[src/rtl/alu_seq_pkg.sv]
// alu_seq_pkg: opcodes, state encoding, IR field positions and strobe bundle for the ALU sequencer
package alu_seq_pkg;
  localparam logic [4:0] OP_ADD   = 5'b00011;
  localparam logic [4:0] OP_SUB   = 5'b00100;
  localparam logic [4:0] OP_AND   = 5'b00101;
  localparam logic [4:0] OP_OR    = 5'b00110;
  localparam logic [4:0] OP_SHR   = 5'b00111;
  localparam logic [4:0] OP_SHRA  = 5'b01000;
  localparam logic [4:0] OP_SHL   = 5'b01001;
  localparam logic [4:0] OP_ROR   = 5'b01010;
  localparam logic [4:0] OP_ROL   = 5'b01011;
  localparam logic [4:0] OP_MUL   = 5'b01111;
  localparam logic [4:0] OP_DIV   = 5'b10000;
  localparam logic [4:0] OP_NEG   = 5'b10001;
  localparam logic [4:0] OP_NOT   = 5'b10010;
  localparam logic [4:0] OP_INCPC = 5'b11111;
  localparam int OPC_MSB  = 31;
  localparam int DST_MSB  = 26;
  localparam int SRC1_MSB = 22;
  localparam int SRC2_MSB = 18;
  typedef enum logic [3:0] {
    S_IDLE, S_T0, S_T1, S_T2, S_DEC, S_ILL, S_T3, S_T4, S_T5, S_T6, S_DONE
  } state_t;
  typedef struct packed {
    logic pcout, pcin, marin, mdrin, mdrout, irin, yin, read;
    logic zlowin, zhighin, zlowout, zhighout, hiin, loin;
    logic busy, done, illegal;
  } strobe_t;
endpackage

[src/rtl/alu_seq_decode.sv]
// alu_seq_decode: classifies the IR opcode and register indices into legal/unary/wide flags
module alu_seq_decode
  import alu_seq_pkg::*;
#(
  parameter int NUM_REGS = 16,
  parameter int OPC_W    = 5,
  parameter int RW       = 4
) (
  input  logic [OPC_W-1:0] opc,
  input  logic [RW-1:0]    dst,
  input  logic [RW-1:0]    src1,
  input  logic [RW-1:0]    src2,
  output logic             legal,
  output logic             unary,
  output logic             wide
);
  function automatic logic in_range(input logic [RW-1:0] x);
    return {1'b0, x} < (RW+1)'(NUM_REGS);
  endfunction
  logic binary;
  always_comb begin
    unary  = opc inside {OPC_W'(OP_NEG), OPC_W'(OP_NOT)};
    wide   = opc inside {OPC_W'(OP_MUL), OPC_W'(OP_DIV)};
    binary = opc inside {OPC_W'(OP_ADD), OPC_W'(OP_SUB), OPC_W'(OP_AND), OPC_W'(OP_OR),
                         OPC_W'(OP_SHR), OPC_W'(OP_SHRA), OPC_W'(OP_SHL), OPC_W'(OP_ROR),
                         OPC_W'(OP_ROL)};
    legal  = (unary || wide || binary) && in_range(dst) && in_range(src1) && (unary || in_range(src2));
  end
endmodule

[src/rtl/alu_instr_sequencer.sv]
// alu_instr_sequencer: fetch/decode/execute control-step sequencer for register-to-register ALU instructions
module alu_instr_sequencer
  import alu_seq_pkg::*;
#(
  parameter int NUM_REGS = 16,
  parameter int OPC_W    = 5,
  parameter int DATA_W   = 32,
  parameter int MEM_WAIT = 0
) (
  input  logic                clock,
  input  logic                clear,
  input  logic                start,
  input  logic                run,
  input  logic [DATA_W-1:0]   ir,
  output logic [NUM_REGS-1:0] reg_in,
  output logic [NUM_REGS-1:0] reg_out,
  output logic                PCout, PCin, MARin, MDRin, MDRout, IRin, Yin, Read,
  output logic                ZlowIn, ZhighIn, Zlowout, Zhighout, HIin, LOin,
  output logic [OPC_W-1:0]    opcode,
  output logic                busy,
  output logic                done,
  output logic                illegal
);
  localparam int RW = NUM_REGS > 1 ? $clog2(NUM_REGS) : 1;
  state_t state, nxt;
  strobe_t s_d, s_q;
  logic [NUM_REGS-1:0] ri_d, ro_d, ri_q, ro_q;
  logic [OPC_W-1:0] opc, op_d, op_q;
  logic [RW-1:0] dst, src1, src2;
  logic [3:0] wcnt;
  logic legal, unary, wide, unused_ir;
  assign opc       = ir[OPC_MSB -: OPC_W];
  assign dst       = ir[DST_MSB -: RW];
  assign src1      = ir[SRC1_MSB -: RW];
  assign src2      = ir[SRC2_MSB -: RW];
  assign unused_ir = ^ir;
  alu_seq_decode #(.NUM_REGS(NUM_REGS), .OPC_W(OPC_W), .RW(RW)) u_dec (
    .opc(opc), .dst(dst), .src1(src1), .src2(src2),
    .legal(legal), .unary(unary), .wide(wide)
  );
  always_comb begin
    nxt = S_IDLE;
    case (state)
      S_IDLE:  nxt = start ? S_T0 : S_IDLE;
      S_T0:    nxt = S_T1;
      S_T1:    nxt = wcnt == '0 ? S_T2 : S_T1;
      S_T2:    nxt = S_DEC;
      S_DEC:   nxt = !legal ? S_ILL : unary ? S_T4 : S_T3;
      S_T3:    nxt = S_T4;
      S_T4:    nxt = S_T5;
      S_T5:    nxt = wide ? S_T6 : S_DONE;
      S_T6:    nxt = S_DONE;
      S_DONE:  nxt = run ? S_T0 : S_IDLE;
      default: nxt = S_IDLE;
    endcase
  end
  always_comb begin
    s_d          = '0;
    s_d.busy     = nxt != S_IDLE;
    s_d.pcout    = nxt == S_T0;
    s_d.marin    = nxt == S_T0;
    s_d.zlowin   = nxt == S_T0 || nxt == S_T4;
    s_d.pcin     = nxt == S_T1 && state != S_T1;
    s_d.read     = nxt == S_T1;
    s_d.mdrin    = nxt == S_T1;
    s_d.zlowout  = nxt == S_T1 || nxt == S_T5;
    s_d.mdrout   = nxt == S_T2;
    s_d.irin     = nxt == S_T2;
    s_d.illegal  = nxt == S_ILL;
    s_d.yin      = nxt == S_T3;
    s_d.zhighin  = nxt == S_T4 && wide;
    s_d.loin     = nxt == S_T5 && wide;
    s_d.zhighout = nxt == S_T6;
    s_d.hiin     = nxt == S_T6;
    s_d.done     = nxt == S_DONE;
    op_d = nxt == S_T0 ? OPC_W'(OP_INCPC) : nxt == S_T4 ? opc : '0;
    ro_d = nxt == S_T3 ? NUM_REGS'(1) << src1 :
           nxt == S_T4 ? NUM_REGS'(1) << (unary ? src1 : src2) : '0;
    ri_d = nxt == S_T5 && !wide ? NUM_REGS'(1) << dst : '0;
  end
  always_ff @(posedge clock)
    if (clear) begin
      state <= S_IDLE;
      wcnt  <= '0;
      s_q   <= '0;
      ri_q  <= '0;
      ro_q  <= '0;
      op_q  <= '0;
    end else begin
      state <= nxt;
      s_q   <= s_d;
      ri_q  <= ri_d;
      ro_q  <= ro_d;
      op_q  <= op_d;
      wcnt  <= nxt == S_T1 && state != S_T1 ? 4'(MEM_WAIT) :
               state == S_T1 && wcnt != '0 ? wcnt - 4'd1 : wcnt;
    end
  assign {PCout, PCin, MARin, MDRin, MDRout, IRin, Yin, Read,
          ZlowIn, ZhighIn, Zlowout, Zhighout, HIin, LOin, busy, done, illegal} = s_q;
  assign reg_in  = ri_q;
  assign reg_out = ro_q;
  assign opcode  = op_q;
endmodule

[config.mk]
export PLATFORM = sky130hd
export DESIGN_NAME = alu_instr_sequencer
export DESIGN_NICKNAME = d
export VERILOG_FILES = /design/src/rtl/alu_seq_pkg.sv /design/src/rtl/alu_seq_decode.sv /design/src/rtl/alu_instr_sequencer.sv
export SDC_FILE = /design/constraint.sdc
export NUM_CORES = 1
export LEC_CHECK = 0
export BUFFER_PORTS_ARGS = -buffer_cell sky130_fd_sc_hd__buf_2
export CORE_MARGIN = 2
export CORE_UTILIZATION = 45
export CTS_BUF_LIST = sky130_fd_sc_hd__clkbuf_2 sky130_fd_sc_hd__clkbuf_4 sky130_fd_sc_hd__clkbuf_8
export DETAILED_ROUTE_END_ITERATION = 6
export PLACE_DENSITY = 0.78
export REMOVE_ABC_BUFFERS = 1
export SLEW_MARGIN = 40
export SYNTH_ARGS = -nofsm -noshare
export SYNTH_HDL_FRONTEND = slang
export SYNTH_SLANG_ARGS = --single-unit
export TNS_END_PERCENT = 30
[constraint.sdc]
create_clock -name clock -period 3.4 [get_ports clock]
set_input_delay 0.68 -clock clock [delete_from_list [all_inputs] [get_ports clock]]
set_output_delay 0.68 -clock clock [all_outputs]
set_load 0.05 [all_outputs]
==> flow_summary.yaml <==
worst_setup_path:
  reg2reg_slack_ps: 860
  endpoint_kind: "flip-flop"
  crit_type: "input port to flip-flop"
  cp_max_fo: 13
  critPathMaxStageDelay_ps: 600
  worstPathRequired_ps: 3680
  cp-start-kind: "input port"
  timing.critical_path.buf_inv: 2
  crit_chain: "buf_2 -> or3b_1 -> o32ai_2 -> buf_4 -> nand3_1 -> and3_1 -> nor4_1 -> a22o_1"
  crit_slowest_cell: "nor4_1"
  worstPathArrival_ps: 2890
  cp_top_family: "simple AND/OR/NAND/NOR gates"
layout:
  area_growth_pct: 25.1
  drive_gt1_share_pct: 31.6
  stdcell_count: 418
  nets: 381
  n_antenna_cell: 0
  fill_cells: 470
floorplanning:
  coreArea_um2: 5170
  die_x_um: 77.6
  die_y_um: 77.6
  fp.dieArea_um2: 6030
  num_io_pins: 90
  num_rows: 26
  start_util_pct: 47.2
timing:
  setup_violations: 0
  slew_violations: 0
  period_needed_ps: 2620
  tightest_slew_ps: 758
  whs_ps: 507
  hold_viol: 0
  finalSetupTns_ps: 0
  slew_headroom_pct: 48.8
  clock_skew_ps: 6.99
  rsz0062_at_grt: "no"
  max_freq_mhz: 382
  setup_ws_ps: 781
  min_period_over_period_pct: 77.0
route:
  viasPerCell: 5.40
  drc: 0
  wl_per_cell_um: 13.7
  wl_um: 5710
  postRouteAntennaNets: 0
  via_count: 2256
  drtIter0Drc: 242
  drtPass1Iterations: 4
pwr:
  netSwitchingFraction_pct: 29.7
  seqPwrFrac_pct: 42.7
  combPwrFrac_pct: 18.6
  p_clk_share_pct: 38.7
  powerDensity_nw_per_um2: 555
  max-vdd-ir-drop_v: 0.000254
  internal_power_w: 0.00119
  netSwitchingPower_w: 0.000504
  p_leak_nw: 1.32
placement:
  dp_hpwl_um: 3990
  placed_cells: 403
  numPortBuffers: 74
  place.gp.congestion: 0.873
  pre_cts_slack_ps: 480
grt:
  grt_pass1_vias: 2001
  grt_start_max_net_pins: 22
  grt_pass1_wl_um: 9450
  grt_overflow_total: 0
  antenna_found_initial: 0
  track_usage_pct: 19.7
cts:
  cts_root_buf: "clkbuf_8"
  cts_hold_buf: 0
  clk_pin_slew_ps: 70
  post-cts-setup-buffers: 0
  cts_tree: "built"
  clkSinkCount: 58
  clock_path_buffers: 2
  cts-resized-gates: 0
  cts_made_buffers: 9
  clk_latency_ps: 330
  h-tree-depth: 3
logic_synthesis:
  synth_area_um2: 2440
  syn_area_per_cell_um2: 8.90
  synth-warning-count: 0
  ys_ff_latch: 58
  synth_flop_cell: "dfxtp_1"
  synth_edf_count: 0
  syn_inst: 274
  synth.distinct_cells: 52
  synthArstFlopShare_pct: 0
  synth-seq-area-share_pct: 47.6
min_path:
  hold_path.class: "flip-flop to flip-flop"
status:
  outcome: "finished, final reports clean"
flow_run:
  maxCapViolCount: 0
## layer usage
metal / global-route usage [%] / vias to the layer above / share of wire, %
met5: 0 / - / 0
met4: 9.29 / 0 / 1.8
met3: 4.42 / 10 / 5.7
met2: 29.8 / 70 / 48
met1: 26.6 / 1045 / 44
li1: - / 1131 / -
## final cells by class
class | instances | area (um^2) | share of cell area, %
flip-flops and latches | 58 | 1160 | 38.0
multi-input cells | 188 | 1160 | 37.9
repair buffers | 79 | 408 | 13.4
clock buffers | 13 | 173 | 5.66
well taps | 70 | 87.6 | 2.87
clock inverters | 2 | 35.0 | 1.15
inverters | 8 | 30.0 | 0.984
## stage by stage
step	power, W	area, um^2	util, %
after floorplan	0.000951	2350	-
after global placement	0.00104	2840	55.0
after detailed placement	0.00105	2840	55.0
after CTS	0.00170	3050	59.0
after global routing	0.00176	3050	59.0
final	0.00169	3050	59.0
## placed cells by master, fill, tap and decap left out, drive strengths merged, types with 3 or more instances in the layout
master  synthesis  final
buf             6     79
dfxtp          58     58
nor2           21     21
a21oi          20     20
nand2          20     20
nand3          19     19
nor3           14     14
clkbuf         14     13
nand2b          9      9
inv             8      8
nor4            8      8
nor2b           7      7
nand4           6      6
or3             6      6
and3            5      5
a32o            5      5
o21ai           4      4
a21o            3      3
mux2i           3      3
a31o            3      3
## worst paths after layout
| check | from | to | cells after the start |
|---|---|---|---|
| worst max-delay path | ir[30] | reg_out[10] | 8 |
| worst min-delay path | wcnt[2] | wcnt[2] | 2 |
| worst max register to register | state[3] | reg_in[2] | 7 |
| worst min register to register | wcnt[2] | wcnt[2] | 2 |
## worst reg2reg max path, delay by kind of cell, from the launching register on
family / cells / cell delay (ps)
AOI/OAI and AO/OA: 1 / 200
buffers and inverters: 1 / 360
DFF: 1 / 550
and+or+nand+nor: 5 / 1370
## registers in the layout (all words and copies together) (netlist names)
| register | count |
|---|---|
| HIin | 1 |
| done | 1 |
| busy | 1 |
| reg_in | 16 |
| illegal | 1 |
| LOin | 1 |
| wcnt | 4 |
| Zlowout | 1 |
| PCin | 1 |
| opcode | 5 |
| reg_out | 16 |
| MARin | 1 |
| Read | 1 |
| ZlowIn | 1 |
| ZhighIn | 1 |
| Yin | 1 |
| state | 4 |
| IRin | 1 |
## Yosys cell counts, drive strengths merged (2+ instances only)
master	count	area share (%)
a32o	5	2.1
a21o	3	0.92
buf	6	1.6
mux2i	3	1.2
or2	2	0.51
a21oi	20	4.1
dfxtp	58	48
o21ai	4	0.82
nand4	6	1.5
a31oi	2	0.51
or3	6	1.7
a21boi	2	0.62
or4	2	0.77
a31o	3	1.1
nor3	14	3.1
and3	5	1.3
xor2	2	0.72
nor3b	2	0.62
nor2	21	3.2
nand3	19	3.9
or3b	2	0.72
and2	2	0.51
nand2	20	3.1
mux2	2	0.92
nor4	8	2.6
clkbuf	14	2.2
a211oi	2	0.62
nor2b	7	1.8
inv	8	1.2
nand2b	9	2.3
## logic make-up after synthesis
logic type / after synthesis / synth area share (%)
AO/OA/AOI/OAI: 51 / 15.0
XOR/XNOR: 3 / 1.08
adder cells (fa/ha/maj): 1 / 0.513
buffers and inverters: 28 / 4.97
flip-flops: 58 / 47.6
multiplexers: 5 / 2.15
AND/OR/NAND/NOR: 128 / 28.7
## power groups by stage
| stage | combinational [W] | sequential (W) | clock, W |
|---|---|---|---|
| after floorplan | 0.000118 | 0.000832 | 0 |
| after global placement | 0.000307 | 0.000738 | 0 |
| after detailed placement | 0.000312 | 0.000737 | 0 |
| after CTS | 0.000314 | 0.000723 | 0.000666 |
| after global routing | 0.000338 | 0.000726 | 0.000700 |
| final | 0.000315 | 0.000723 | 0.000655 |
Note: power is estimated with default switching activity, not from simulation.
